===== config.mk =====
export PLATFORM = sky130hd
export DESIGN_NAME = ecc_scrub
export DESIGN_NICKNAME = d
export VERILOG_FILES = /design/src/rtl/ecc_scrub.sv
export SDC_FILE = /design/constraint.sdc
export NUM_CORES = 1
export LEC_CHECK = 0
export ABC_AREA = 1
export ABC_CLOCK_PERIOD_IN_PS = 1700
export CAP_MARGIN = 10
export CORE_UTILIZATION = 46
export CTS_CLUSTER_SIZE = 12
export DETAILED_ROUTE_END_ITERATION = 10
export PLACE_DENSITY = 0.83
export SYNTH_ARGS = -nofsm -noshare
export SYNTH_HDL_FRONTEND = slang
export SYNTH_SLANG_ARGS = --single-unit
export TNS_END_PERCENT = 1

===== constraint.sdc =====
create_clock -name clk_i -period 1.7 [get_ports clk_i]
set_input_delay 0.51 -clock clk_i [delete_from_list [all_inputs] [get_ports clk_i]]
set_output_delay 0.51 -clock clk_i [all_outputs]
set_load 0.03 [all_outputs]

===== src/rtl/ecc_scrub.sv =====
// Background memory scrubber: reads every address in turn, tallies decoder errors and,
// when ECC_SCRUB_WRITEBACK_EN is defined, writes corrected data back on single-bit errors.
module ecc_scrub #(
  parameter int unsigned K  = 8,
  parameter int unsigned AW = 10,
  parameter int unsigned CW = 16,
  parameter int unsigned IW = 16
) (
  input  logic          clk_i,
  input  logic          rst_ni,
  input  logic          en_i,
  input  logic          clr_i,
  input  logic [IW-1:0] interval_i,
  output logic          mem_req_o,
  output logic          mem_we_o,
  output logic [AW-1:0] mem_adr_o,
  output logic [K-1:0]  mem_d_o,
  input  logic          mem_ack_i,
  input  logic          dec_vld_i,
  input  logic [K-1:0]  dec_q_i,
  input  logic          dec_sb_err_i,
  input  logic          dec_db_err_i,
  output logic          busy_o,
  output logic          pass_done_o,
  output logic [CW-1:0] sb_cnt_o,
  output logic [CW-1:0] db_cnt_o,
  output logic [AW-1:0] db_adr_o,
  output logic          db_irq_o
);

  localparam logic [AW-1:0] ADR_LAST = {AW{1'b1}};
  localparam logic [CW-1:0] CNT_MAX  = {CW{1'b1}};

  typedef enum logic [2:0] {
    ST_IDLE  = 3'd0,
    ST_WAIT  = 3'd1,
    ST_READ  = 3'd2,
    ST_CHECK = 3'd3,
`ifdef ECC_SCRUB_WRITEBACK_EN
    ST_WRITE = 3'd4,
`endif
    ST_NEXT  = 3'd5
  } state_e;

  state_e        state_q, state_d;
  logic [IW-1:0] timer_q, timer_d;
  logic [AW-1:0] adr_q, adr_d;
  logic [CW-1:0] sb_cnt_q, sb_cnt_d;
  logic [CW-1:0] db_cnt_q, db_cnt_d;
  logic [AW-1:0] db_adr_q, db_adr_d;
  logic          irq_q, irq_d;
  logic          req_q, req_d;
  logic          busy_q, busy_d;
  logic          pass_q, pass_d;
`ifdef ECC_SCRUB_WRITEBACK_EN
  logic          we_q, we_d;
  logic [K-1:0]  mem_d_q, mem_d_d;
`else
  logic [K-1:0]  unused_dec_q;
  assign unused_dec_q = dec_q_i;
`endif

  // Next-state, counter and registered-output logic.
  always_comb begin
    state_d  = state_q;
    timer_d  = timer_q;
    adr_d    = adr_q;
    sb_cnt_d = sb_cnt_q;
    db_cnt_d = db_cnt_q;
    db_adr_d = db_adr_q;
    irq_d    = irq_q;
`ifdef ECC_SCRUB_WRITEBACK_EN
    mem_d_d  = mem_d_q;
`endif

    case (state_q)
      ST_IDLE: begin
        if (en_i) begin
          state_d = ST_WAIT;
          timer_d = interval_i;
        end
      end
      ST_WAIT: begin
        if (!en_i) begin
          state_d = ST_IDLE;
        end else if (timer_q == '0) begin
          state_d = ST_READ;
        end else begin
          timer_d = timer_q - IW'(1);
        end
      end
      ST_READ: begin
        if (mem_ack_i) state_d = ST_CHECK;
      end
      ST_CHECK: begin
        if (dec_vld_i) begin
          if (dec_db_err_i) begin
            if (db_cnt_q != CNT_MAX) db_cnt_d = db_cnt_q + CW'(1);
            db_adr_d = adr_q;
            irq_d    = 1'b1;
            state_d  = ST_NEXT;
          end else if (dec_sb_err_i) begin
            if (sb_cnt_q != CNT_MAX) sb_cnt_d = sb_cnt_q + CW'(1);
`ifdef ECC_SCRUB_WRITEBACK_EN
            mem_d_d = dec_q_i;
            state_d = ST_WRITE;
`else
            state_d = ST_NEXT;
`endif
          end else begin
            state_d = ST_NEXT;
          end
        end
      end
`ifdef ECC_SCRUB_WRITEBACK_EN
      ST_WRITE: begin
        if (mem_ack_i) state_d = ST_NEXT;
      end
`endif
      ST_NEXT: begin
        adr_d = adr_q + AW'(1);
        if (en_i) begin
          state_d = ST_WAIT;
          timer_d = interval_i;
        end else begin
          state_d = ST_IDLE;
        end
      end
      default: state_d = ST_IDLE;
    endcase

    // Clear wins over any same-cycle update of the error bookkeeping.
    if (clr_i) begin
      sb_cnt_d = '0;
      db_cnt_d = '0;
      db_adr_d = '0;
      irq_d    = 1'b0;
    end

`ifdef ECC_SCRUB_WRITEBACK_EN
    req_d = (state_d == ST_READ) || (state_d == ST_WRITE);
    we_d  = (state_d == ST_WRITE);
`else
    req_d = (state_d == ST_READ);
`endif
    busy_d = (state_d != ST_IDLE);
    // The address only advances when leaving NEXT, so adr_q is the one being finished.
    pass_d = (state_d == ST_NEXT) && (adr_q == ADR_LAST);
  end

  always_ff @(posedge clk_i or negedge rst_ni) begin
    if (!rst_ni) begin
      state_q  <= ST_IDLE;
      timer_q  <= '0;
      adr_q    <= '0;
      sb_cnt_q <= '0;
      db_cnt_q <= '0;
      db_adr_q <= '0;
      irq_q    <= 1'b0;
      req_q    <= 1'b0;
      busy_q   <= 1'b0;
      pass_q   <= 1'b0;
`ifdef ECC_SCRUB_WRITEBACK_EN
      we_q     <= 1'b0;
      mem_d_q  <= '0;
`endif
    end else begin
      state_q  <= state_d;
      timer_q  <= timer_d;
      adr_q    <= adr_d;
      sb_cnt_q <= sb_cnt_d;
      db_cnt_q <= db_cnt_d;
      db_adr_q <= db_adr_d;
      irq_q    <= irq_d;
      req_q    <= req_d;
      busy_q   <= busy_d;
      pass_q   <= pass_d;
`ifdef ECC_SCRUB_WRITEBACK_EN
      we_q     <= we_d;
      mem_d_q  <= mem_d_d;
`endif
    end
  end

  assign mem_req_o   = req_q;
  assign mem_adr_o   = adr_q;
  assign busy_o      = busy_q;
  assign pass_done_o = pass_q;
  assign sb_cnt_o    = sb_cnt_q;
  assign db_cnt_o    = db_cnt_q;
  assign db_adr_o    = db_adr_q;
  assign db_irq_o    = irq_q;
`ifdef ECC_SCRUB_WRITEBACK_EN
  assign mem_we_o    = we_q;
  assign mem_d_o     = mem_d_q;
`else
  assign mem_we_o    = 1'b0;
  assign mem_d_o     = '0;
`endif

endmodule


==> impl_results.md, run 1 <==
* Status: finished clean
* Setup violators final at 0
* Peak VDD IR at around 0.70 mV
* Avg Inst Size Synth at slightly above 7 µm²
* Post-synthesis register bit count at 75
* Pint at approximately 3.8 mW
* IO Pins at slightly below 100
* Clock sinks at 75
* Post-DP HPWL at 8040 µm
* Fraction of layout cells with a size suffix above 1 at between 10% and 20%
* Fin crit period at approximately 1700 ps
* Critical Path End: sb_cnt_o[14]
* Ys flop type: dfrtp_1
* Seq. cell area at between 1500 and 2000 µm²
* Combinational power share at 35.1%
* Vias per cell at slightly above 5
* Crit-path max FO at 5
* Ys Warns at 0
* Sequential power share at about 38%
* Core area at slightly above 9000 µm²
* Rows at 35
* Clk_skew at 9.57 ps
* Post-Synth Adder-Cell Area at between 1 and 1.5%
* Switching part of the total at ~38%
* Pin count of the biggest net entering global routing at between 70 and 80
* Vias at approximately 4600
* Area of the multi-input gates at 2360 µm²
* Crit. End Element: register
* Synth area leader: dfrtp_1
* Dpl cell area at approximately 5800 µm²
* DR iter-0 viols at between 200 and 300
* Post-Synth XOR/XNOR Area at between 5 and 6%
* Fmax at between 500 and 600 MHz
* R2r setup slk at approximately 14 ps
* Mux cell area share after synthesis at 0%
* Final period utilization at between 90% and 100%
* Net Switching at ~2.3 mW
* Max H-tree Level at 3
* Worst path required time at 1920 ps
* Clock slew seen by the registers of the worst setup and hold paths at ~90 ps
* Routability cong. at between 0.9 and 1
* Area contributors post-synth: dfrtp_1 (42%), nand2_1 (18%), nand3_1 (6.7%), nor2_1 (5.9%), xor2_1 (5.3%)
* Unrepaired setup endpoints after global routing: true
* Setup TNS Final at 0 ps
* Worst min path class: primary input to async pin
* Worst r2r src: sb_cnt_o[1]
* N_diodes at 0
* Sequential-to-total area share from yosys stat at between 40% and 50%
* Fin util at roughly two thirds
* WS Path Type: register to register
* Total clock buffers created by CTS at 9
* Worst-Skew Late Latency at 350 ps
* Nets at between 800 and 900
* Vias in the first global route at between 4000 and 5000
* DRC at 0
* Initial antenna violation count at 0
* Synth Area in Compound Gates at about 5.6%
* Crit path DAT at between 1500 and 2000 ps
* Hold_buf cts at 0
* Pleak at 3.16 nW
* Synth top area share at 41.8%
* Slew Limit Fails at 0
* Mapped cell area at approximately 4500 µm²
* TritonRoute pass-1 iters at 4
* Max_cap viols at 0
* Chip Height at roughly 100 µm
* Post-synthesis simple-gate area fraction at about 37%
* Max clock buf depth at 2
* Initial core utilization at 48.1%
* Area of the die at 10200 µm²
* Critical Path Source Type: register
* Fin area at between 6000 and 7000 µm²
* Worst setup margin at between 10 and 15 ps
* Main combinational cell family by area after synthesis: simple AND/OR/NAND/NOR gates
* Wirelength per Cell at roughly 13 µm
* Horiz. Die Dim at roughly 100 µm
* GRT Overall Usage at a little under a quarter
* Clk pwr share at a little over a quarter
* CP startpoint: sb_cnt_o[1]
* Fill cells at between 700 and 800
* Antenna Nets Post-Route at 0
* IO buf count at 79
* Routed WL at approximately 12000 µm
* Root buf cell: clkbuf_8
* R2r worst-path depth at 9
* Post-synthesis cell type count at 31
* Post-synth top cells: nand2_1 (221), dfrtp_1 (75), nor2_1 (70), nand3_1 (60), inv_1 (55)
* First-pass GRT wire length at 18900 µm
* Most frequent cell after synthesis: nand2_1
* Critical R2R Capture: sb_cnt_o[14]
* Fin. Hold Viols at 0
* TritonCTS clock tree: yes
* Post-Syn Instances at ~630
* Total global routing overflow at 0
* Setup WS pre-CTS at -388 ps
* Post-synth EDFFs at 0
* Layout overhead on the synthesized area at 35.7%
* Pwr Density at just over 1000 nW/µm²
* Post-synthesis async set-or-reset flop share at 100%
## registers in the layout (all words and copies together) (netlist names)
register / cells
pass_done_o: 1
mem_adr_o: 10
timer_q: 16
busy_o: 1
state_q: 3
db_adr_o: 10
sb_cnt_o: 16
db_cnt_o: 16
mem_req_o: 1
db_irq_o: 1
## worst min-delay path by stage
stage	from	to	slack (ps)	depth (start not counted)
after floorplan	rst_ni	busy_o	210	0
after detailed placement	db_adr_o[7]	db_adr_o[7]	480	2
after CTS	rst_ni	db_cnt_o[14]	190	2
after global placement	db_irq_o	db_irq_o	460	2
final	rst_ni	db_cnt_o[10]	160	2
after global routing	rst_ni	db_cnt_o[14]	200	2
## worst max-delay path: stages (launching register included)
cell and delay [ps]:
dfrtp_2 410, ha_2 190, inv_1 50, nor2_2 130
nand2_2 120, nor2_4 140, nor2_4 60, buf_4 160
nor2_4 170, o21ai_0 120
## cell families after synthesis
logic type / after synthesis
adder cells (fa/ha/maj): 4
flip-flops: 75
AO/OA/AOI/OAI: 47
AND/OR/NAND/NOR: 389
XOR/XNOR: 29
buffers and inverters: 82
other: 1
## placed cells by master (no fill, tap or decap), types with 5 or more instances in the layout
cell type and instances:
nor2_1 65, nand3_1 58, dlygate4sd2_1 48, o21ai_0 26
nor2_2 8, nor2_4 8, conb_1 9, nand3b_1 5
inv_1 55, clkbuf_8 9, xor2_1 27, buf_4 57
nand2_1 215, nor3_1 5, clkdlybuf4s50_1 21, dfrtp_1 73
nand2_2 7, o21ai_1 13, nand4_1 10
## power groups by stage
stage	clock network, mW	registers (mW)	logic [mW]
2_1_floorplan	0	2.35	1.45
3_3_place_gp	0	2.31	1.99
3_5_place_dp	0	2.33	2.08
4_1_cts	1.68	2.30	2.08
5_1_grt	1.80	2.35	2.41
6_report	1.67	2.31	2.15
## repair_timing
item,CTS,global route
setup endpoints to repair,68,66
cloned,0,5
buffers inserted,0,4
pin swaps,0,5
gates resized for setup,62,31
## per-layer routing
metal,wire (µm),vias to the layer above,global-route usage (%)
met1,4730,2163,27.8
met2,5860,209,42.8
met5,0,-,0
met4,376,0,7.92
met3,794,40,3.68
li1,-,2235,-
## stage by stage
step / hold WS [ps] / std cells / total power, mW
2_1_floorplan: 214 / 635 / 3.80
3_3_place_gp: 458 / 874 / 4.31
3_5_place_dp: 476 / 874 / 4.41
4_1_cts: 186 / 890 / 6.06
5_1_grt: 196 / 899 / 6.56
6_report: 158 / 899 / 6.13
## final cells by class
| type | count | share of cell area [%] |
|---|---|---|
| Inverter | 58 | 3.58 |
| Tap cell | 129 | 2.65 |
| Timing Repair Buffer | 140 | 20.2 |
| Clock buffer | 9 | 2.03 |
| Clock inverter | 7 | 1.91 |
| Sequential cell | 75 | 30.9 |
| Multi-Input combinational cell | 481 | 38.8 |
(Power assumes the default switching activity.)
==> run 2: changes to the inputs <==
--- a/config.mk
+++ b/config.mk
@@ -11,7 +11,7 @@
 export CORE_UTILIZATION = 46
 export CTS_CLUSTER_SIZE = 12
 export DETAILED_ROUTE_END_ITERATION = 10
-export PLACE_DENSITY = 0.83
+export PLACE_DENSITY = 0.74
 export SYNTH_ARGS = -nofsm -noshare
 export SYNTH_HDL_FRONTEND = slang
 export SYNTH_SLANG_ARGS = --single-unit
==> run 2 against run 1 <==
Compared with the run above:
- first-iteration DRC count down 27%
- cell area shrank 1.4%
- clock skew up 4.6 ps
- fmax rose by 0.81%
- sequential share of layout area rose by 0.42 points
- combinational power about the same
- sequential power is essentially flat
- register-to-register slack gained 90 ps
- largest power group unchanged
- highest routed layer unchanged
==> impl_results.md, run 2 (synthesis gave the netlist of run 1 again) <==
* Commonest non-fill, non-tap cells in the layout: nand2_1 (216), dfrtp_1 (73), nor2_1 (68)
* Layout overhead on the synthesized area at 33.9%
* Largest stage delay on the critical path at 420 ps
* GRT Overall Usage at 22.5%
* Vias in the first global route at about 4200
* DRC at 0
* Area of the die at around 10000 µm²
* Fin. Hold Viols at 0
* Worst min path class: primary input to async pin
* Total global routing overflow at 0
* Final period utilization at between 90% and 100%
* DR iter-0 viols at 189
* Routed WL at roughly 11000 µm
* Slew Limit Fails at 0
* Crit-path max FO at 3
* Vias at 4388
* Chip Height at 101 µm
* Commonest non-fill, non-tap cell in the layout: nand2_1
* Fmax at around 600 MHz
* Max H-tree Level at 3
* Nets at 797
* Vias per cell at 4.90
* Peak VDD IR at 0.739 mV
* Pwr Density at 1010 nW/µm²
* WS Path Type: register to output port
* Core area at about 9300 µm²
* TritonCTS clock tree: yes
* Fin area at ~6000 µm²
* Worst path required time at approximately 1200 ps
* Pin count of the biggest net entering global routing at 37
* Clock sinks at 75
* Top Family by Delay on Critical Path: flip-flops
* Rows at 35
* Pleak at about 3.1 nW
* Fin crit period at roughly 1700 ps
* Total clock buffers created by CTS at 9
* Crit. End Element: output port
* Status: finished clean
* Dpl cell area at slightly below 6000 µm²
* Fraction of layout cells with a size suffix above 1 at about 15%
* IO Pins at 97
* Hold_buf cts at 0
* Post-DP HPWL at between 8000 and 9000 µm
* Critical Path Source Type: register
* Horiz. Die Dim at 101 µm
* Wirelength per Cell at 12.1 µm
* First-pass GRT wire length at ~18000 µm
* Clock slew seen by the registers of the worst setup and hold paths at about 80 ps
* Root buf cell: clkbuf_8
* Antenna Nets Post-Route at 0
* Clk_skew at roughly 14 ps
* TritonRoute pass-1 iters at 4
* Setup TNS Final at 0 ps
* Initial core utilization at between 40% and 50%
* Worst-path cell with the longest stage delay: dfrtp_1
* Final hold slack at 37.6 ps
* Setup violators final at 0
* Initial antenna violation count at 0
* Crit-path cells: clkdlybuf4s15_1
* N_diodes at 0
* IO buf count at 79
* Crit path DAT at ~1200 ps
* Max_cap viols at 0
* CP bufs+invs at 1
* Unrepaired setup endpoints after global routing: true
* Worst-Skew Late Latency at around 360 ps
* Fill cells at between 800 and 900
* Max clock buf depth at 2
* R2r setup slk at 100 ps
* Routability cong. at 0.878
## run 2: power by group
group | total, mW | leakage [nW] | internal, mW | switching, mW
Combinational | 2.15 | 1.99 | 0.808 | 1.34
Sequential | 2.31 | 1.01 | 2.04 | 0.274
Clock | 1.59 | 0.110 | 0.876 | 0.718
Total | 6.06 | 3.11 | 3.72 | 2.34
## run 2: what timing repair did
action                                  4_1_cts  5_1_grt
pin swaps                                     0        5
resized for setup                            62       31
gates cloned                                  0        1
buffers inserted                              0        1
endpoints found under the setup margin       70       53
## run 2: final cells by class
type                            count  area [µm²]  area share, %
Multi-Input combinational cell    478        2320           38.7
Sequential cell                    75        1880           31.3
Timing Repair Buffer              139        1200           20.0
Inverter                           58         218           3.63
Tap cell                          129         161           2.69
Clock buffer                       11         141           2.35
Clock inverter                      5        85.1           1.42
## run 2: routing by layer
| layer | track usage, % | vias to the layer above | share of wire, % |
|---|---|---|---|
| li1 | - | 2224 | - |
| met1 | 27.1 | 2023 | 45 |
| met2 | 40.9 | 117 | 49 |
| met3 | 3.81 | 24 | 4.0 |
| met4 | 7.13 | 0 | 1.8 |
| met5 | 0 | - | 0 |
## run 2: worst paths after layout
kind                              from     endpoint  cells after the start
max                        db_cnt_o[0]  db_cnt_o[0]                      1
min                             rst_ni  db_cnt_o[6]                      1
max reg2reg                 timer_q[0]   timer_q[3]                     10
min reg2reg                   db_irq_o     db_irq_o                      2
max in group asynchronous       rst_ni  sb_cnt_o[0]                      2
min in group clk_i            db_irq_o     db_irq_o                      2
## run 2: through the flow
step                utilization [%]  instances  setup slack, ps  total power, mW
floorplan                         -        635            -52.1             3.80
global placement               62.0        877             -269             4.34
detailed placement             62.0        877             -326             4.43
CTS                            63.8        893            0.721             6.01
global route                   64.4        895            -10.8             6.48
finish                         64.4        895             27.6             6.06
==> RTL change 1: new RTL, flow settings as in run 1 <==
Add a define of `ECC_SCRUB_WRITEBACK_EN`.
--- a/src/rtl/ecc_scrub.sv
+++ b/src/rtl/ecc_scrub.sv
@@ -1,4 +1,6 @@
 // Background memory scrubber: reads every address in turn, tallies decoder errors and,
 // when ECC_SCRUB_WRITEBACK_EN is defined, writes corrected data back on single-bit errors.
+`define ECC_SCRUB_WRITEBACK_EN
+
 module ecc_scrub #(
   parameter int unsigned K  = 8,
Behaviour: not the same (Yosys sat finds a counterexample within 10 cycles, from zero or initial values and one cycle with rst_ni low).
==> RTL change 1 against run 1 <==
Final area increased by 6.9%; via count rose by 2.9%; area after synthesis grew 6.3%; sequential cell count grew 9; routed wire length rose by 9.8%; synthesized cell count is 1.4% higher; sequential share of layout area is 1.5 points higher; setup slack better by 2.8 ps; largest cell class unchanged.
Power is not compared: it rests on default switching activity, and its combinational part moved more than twofold at a synthesized area within 25%.
==> RTL change 1: results (changes against run 1) <==
stage	metric	value	unit	change
finish	num-nonclk-inverters	54		-6.9%
cts	root_buffer	clkbuf_8		
detailed_routing	drt-initial-drc-count	199		-23%
placement	gp_congestion	0.913		-0.58%
yosys	ys_top_cells_by_count	nand2_1 (210), dfrtp_1 (84), nor2_1 (81), nand3_1 (53), inv_1 (49)		
finish	nonClkBufAreaFrac	21.5	%	+1.4 points
critical_path	arrival	1170	ps	-740 ps
timing	skew	11.6	ps	+1.99 ps
detailed_routing	finalWirelength	12.9	mm	+9.8%
yosys	synth_nets	672		
grt	grt_usage	24.2	%	+0.87 points
finish	multi_input_cells	486		+1.0%
grt	grt_pass1_wl	21.5	mm	+14%
finish	buffers	158		+13%
yosys	yosysSeqAreaShare	44.1	%	+2.2 points
placement	place_hpwl	9.57	mm	+19%
finish	nClkBuffers	10		+1
finish	seq_cell_count	84		+12%
run_status	status	complete, no violations		
power	power_leakage	3.21	nW	
critical_path	rrSetupSlack	100	ps	+90 ps
detailed_routing	dr.pass1.iters	5		+1
critical_path	regToRegEndpoint	db_cnt_o[14]		
grt	grt_pass1_vias	4650		+7.3%
critical_path	r2r_cells	7		-2
finish	multiInputGateArea	0.00243	sq mm	+2.8%
yosys	post_synth_num_cell_types	36		+16%
yosys	syn_avg_cell_area	7.50	sq um	+4.8%
critical_path	crit_fanout	6		+1
finish	stdcell_count	931		+3.6%
placement	dp_slack	-299	ps	+89.2 ps
yosys	synth_ff_type	dfrtp_1		
finish	seq_share	32.4	%	+1.5 points
placement	dp.cells	913		+4.5%
finish	nets	829		+3.5%
detailed_routing	vias_per_cell	5.14		-0.65%
timing	tightest_slew	396	ps	
critical_path	cpPeakStageDelay	440	ps	+30 ps
finish	clock_area_share	3.06	%	-0.89 points
yosys	yosys-top-cells-area	dfrtp_1 (44%), nand2_1 (17%), nor2_1 (6.4%)		
floorplanning	core_area	0.00991	sq mm	+6.2%
critical_path	cp_slowest_cell	dfrtp_2		
grt	antenna_found_initial	0		unchanged
finish	fill_cells	873		+11%
placement	dpl_cell_area	0.00632	sq mm	+9.8%
yosys	ys_async_sr_fraction	100	%	unchanged
critical_path	cp-startpoint	db_cnt_o[0]		
finish	layout-drive-gt1-share	17.5	%	+1.7 points
placement	port_buffers	96		+22%
critical_path	critPathTopFamily	flip-flops		
grt	grt_max_degree	41		-46%
==> RTL change 1: changes by cell type after synthesis, moves of 9 or more <==
cell,run 1,this run
buf_4,13,3
o21ai_1,12,21
dfrtp_1,75,84
nor2_1,70,81
nand2_1,221,210
==> RTL change 1: what timing repair did <==
item                       4_1_cts  5_1_grt
pin swaps                        0        2
gates cloned                     0        1
setup endpoints to repair       65       70
buffers inserted                 0        1
gates resized for setup         70       36
==> RTL change 1: power by group <==
part,internal (W),switching (W)
Combinational,0.000322,0.000460
Sequential,0.00208,0.0000862
Clock,0.000693,0.000776
==> RTL change 1: cells by family after synthesis <==
group                    count (synthesis)  share of synthesized area, %
multiplexers                             8                          1.89
flip-flops                              84                          44.1
adder cells (fa/ha/maj)                  4                          1.05
AND/OR/NAND/NOR                        386                          35.4
XOR/XNOR                                21                          3.86
AO/OA/AOI/OAI                           66                          7.68
buffers and inverters                   67                          6.11
==> RTL change 1: layer usage <==
layer | vias up | track usage (%) | routed length [um]
met5 | - | 0 | 0
met4 | 0 | 6.33 | 176
met3 | 19 | 3.65 | 622
met2 | 163 | 42.6 | 6610
met1 | 2247 | 31.1 | 5510
li1 | 2352 | - | -
==> RTL change 1: how the worst max path moves through the flow <==
stage | slack, ps | cells past startpoint | endpoint
finish | 20 | 1 | db_cnt_o[0]
global route | -30 | 1 | db_cnt_o[0]
CTS | -30 | 9 | sb_cnt_o[13]
detailed placement | -300 | 6 | mem_d_o[4]
global placement | -280 | 6 | mem_d_o[5]
floorplan | -10 | 7 | db_cnt_o[0]
==> RTL change 1: stage by stage <==
step                TNS, ps  util (%)  hold WS, ps
finish                    0      65.7         66.1
global route           -137      65.7         73.6
CTS                   -90.4      65.1         73.8
detailed placement   -11950      63.8          460
global placement     -10240      63.8          451
floorplan              -161         -          214
==> RTL change 2: new RTL, config.mk and constraints of run 1 <==
Without the edit above. The 5 states of `state_e` get a one-hot encoding in 5 bits.
--- a/src/rtl/ecc_scrub.sv
+++ b/src/rtl/ecc_scrub.sv
@@ -32,13 +32,13 @@
   localparam logic [CW-1:0] CNT_MAX  = {CW{1'b1}};
 
-  typedef enum logic [2:0] {
-    ST_IDLE  = 3'd0,
-    ST_WAIT  = 3'd1,
-    ST_READ  = 3'd2,
-    ST_CHECK = 3'd3,
+  typedef enum logic [4:0] {
+    ST_IDLE  = 5'b00001,
+    ST_WAIT  = 5'b00010,
+    ST_READ  = 5'b00100,
+    ST_CHECK = 5'b01000,
 `ifdef ECC_SCRUB_WRITEBACK_EN
     ST_WRITE = 3'd4,
 `endif
-    ST_NEXT  = 3'd5
+    ST_NEXT  = 5'b10000
   } state_e;
 
Function: no difference found for any inputs over 4 cycles, from zero or initial values and one cycle with rst_ni low; so few cycles prove little.
==> RTL change 2 against run 1 <==
The flow now finishes with violations (setup timing); worst hold slack got worse by 70 ps; via count fell by 1.3%; non-clock buffer count rose by 5; setup slack got worse by 19 ps; total power fell by 4.1%; final area rose by 1.5%; clock skew rose by 3.5 ps; area after synthesis rose by 3.1%; cell count rose by 1.3%; count of clock-buffer cells in the layout did not move; sequential cell count rose by 2; register-to-register slack improved by 60 ps; routed wire length fell by 3.3%; largest power group unchanged; highest routed layer unchanged.
==> RTL change 2: results (changes against run 1) <==
stage	metric	value	unit	change
run_status	status	finished, violations left		
run_status	violations	setup timing		
placement	place_hpwl	8.32	mm	+3.5%
timing	fin_ws	-4.71	ps	-18.8 ps
grt	use_met3	4.31	%	+0.63 points
placement	gp_congestion	0.915		-0.39%
detailed_routing	wl_met1	4.78	mm	+1.0%
detailed_routing	dr_wl_met3	650	um	-18%
finish	clock_area_share	3.30	%	-0.64 points
grt	met1_usage	27.4	%	-0.42 points
yosys	synthAdderAreaFrac	1.08	%	-0.034 points
finish	num-nonclk-inverters	67		+16%
yosys	ys_ff_latch	77		+2.7%
timing	setup_viol	1		+1
timing	setup_tns	-4.71	ps	-4.71 ps
power	peakVddDrop	0.000728	V	+4.6%
yosys	yosys-top-cells-area	dfrtp_1 (41%), nand2_1 (16%), nand3_1 (7.4%)		
finish	fill_cells	835		+6.0%
yosys	syn_inst	633		+0.96%
timing	whs	88.0	ps	-70.0 ps
critical_path	critPathTopFamily	flip-flops		
placement	dp_slack	-203	ps	+185 ps
grt	grt_pass1_vias	4428		+2.2%
yosys	ys_top_cells_by_count	nand2_1 (195), dfrtp_1 (76), nor2_1 (71), nand3_1 (68), inv_1 (64)		
critical_path	regToRegEndpoint	timer_q[5]		
finish	multi_input_cells	473		-1.7%
detailed_routing	vias_per_cell	5.03		-2.6%
yosys	yosys.area_share.xor_xnor	4.35	%	-1.3 points
## RTL change 2: cell count changes in the layout (fill, tap and decap cells not counted), moves of 5 or more
cell,delta
nand4_1,+11
buf_4,+5
clkdlybuf4s15_1,+5
o21ai_0,-7
or2_0,+8
nand3_1,+10
o21ai_1,-7
xor2_1,-9
nand2_1,-21
inv_1,+8
o22ai_1,+10
## RTL change 2: repair_timing
| action | 4_1_cts | 5_1_grt |
|---|---|---|
| pin swaps | 0 | 2 |
| resized for setup | 62 | 18 |
| hold endpoints to repair | 0 | 0 |
| hold buffers | 0 | 0 |
| setup buffers | 0 | 5 |
| setup endpoints to repair | 56 | 56 |
## RTL change 2: power by group through the flow
stage               combinational (W)  sequential [W]  clock, W
floorplan                     0.00143         0.00234         0
global placement              0.00195         0.00234         0
detailed placement            0.00202         0.00235         0
CTS                           0.00202         0.00232   0.00148
global route                  0.00235         0.00237   0.00156
finish                        0.00207         0.00234   0.00146
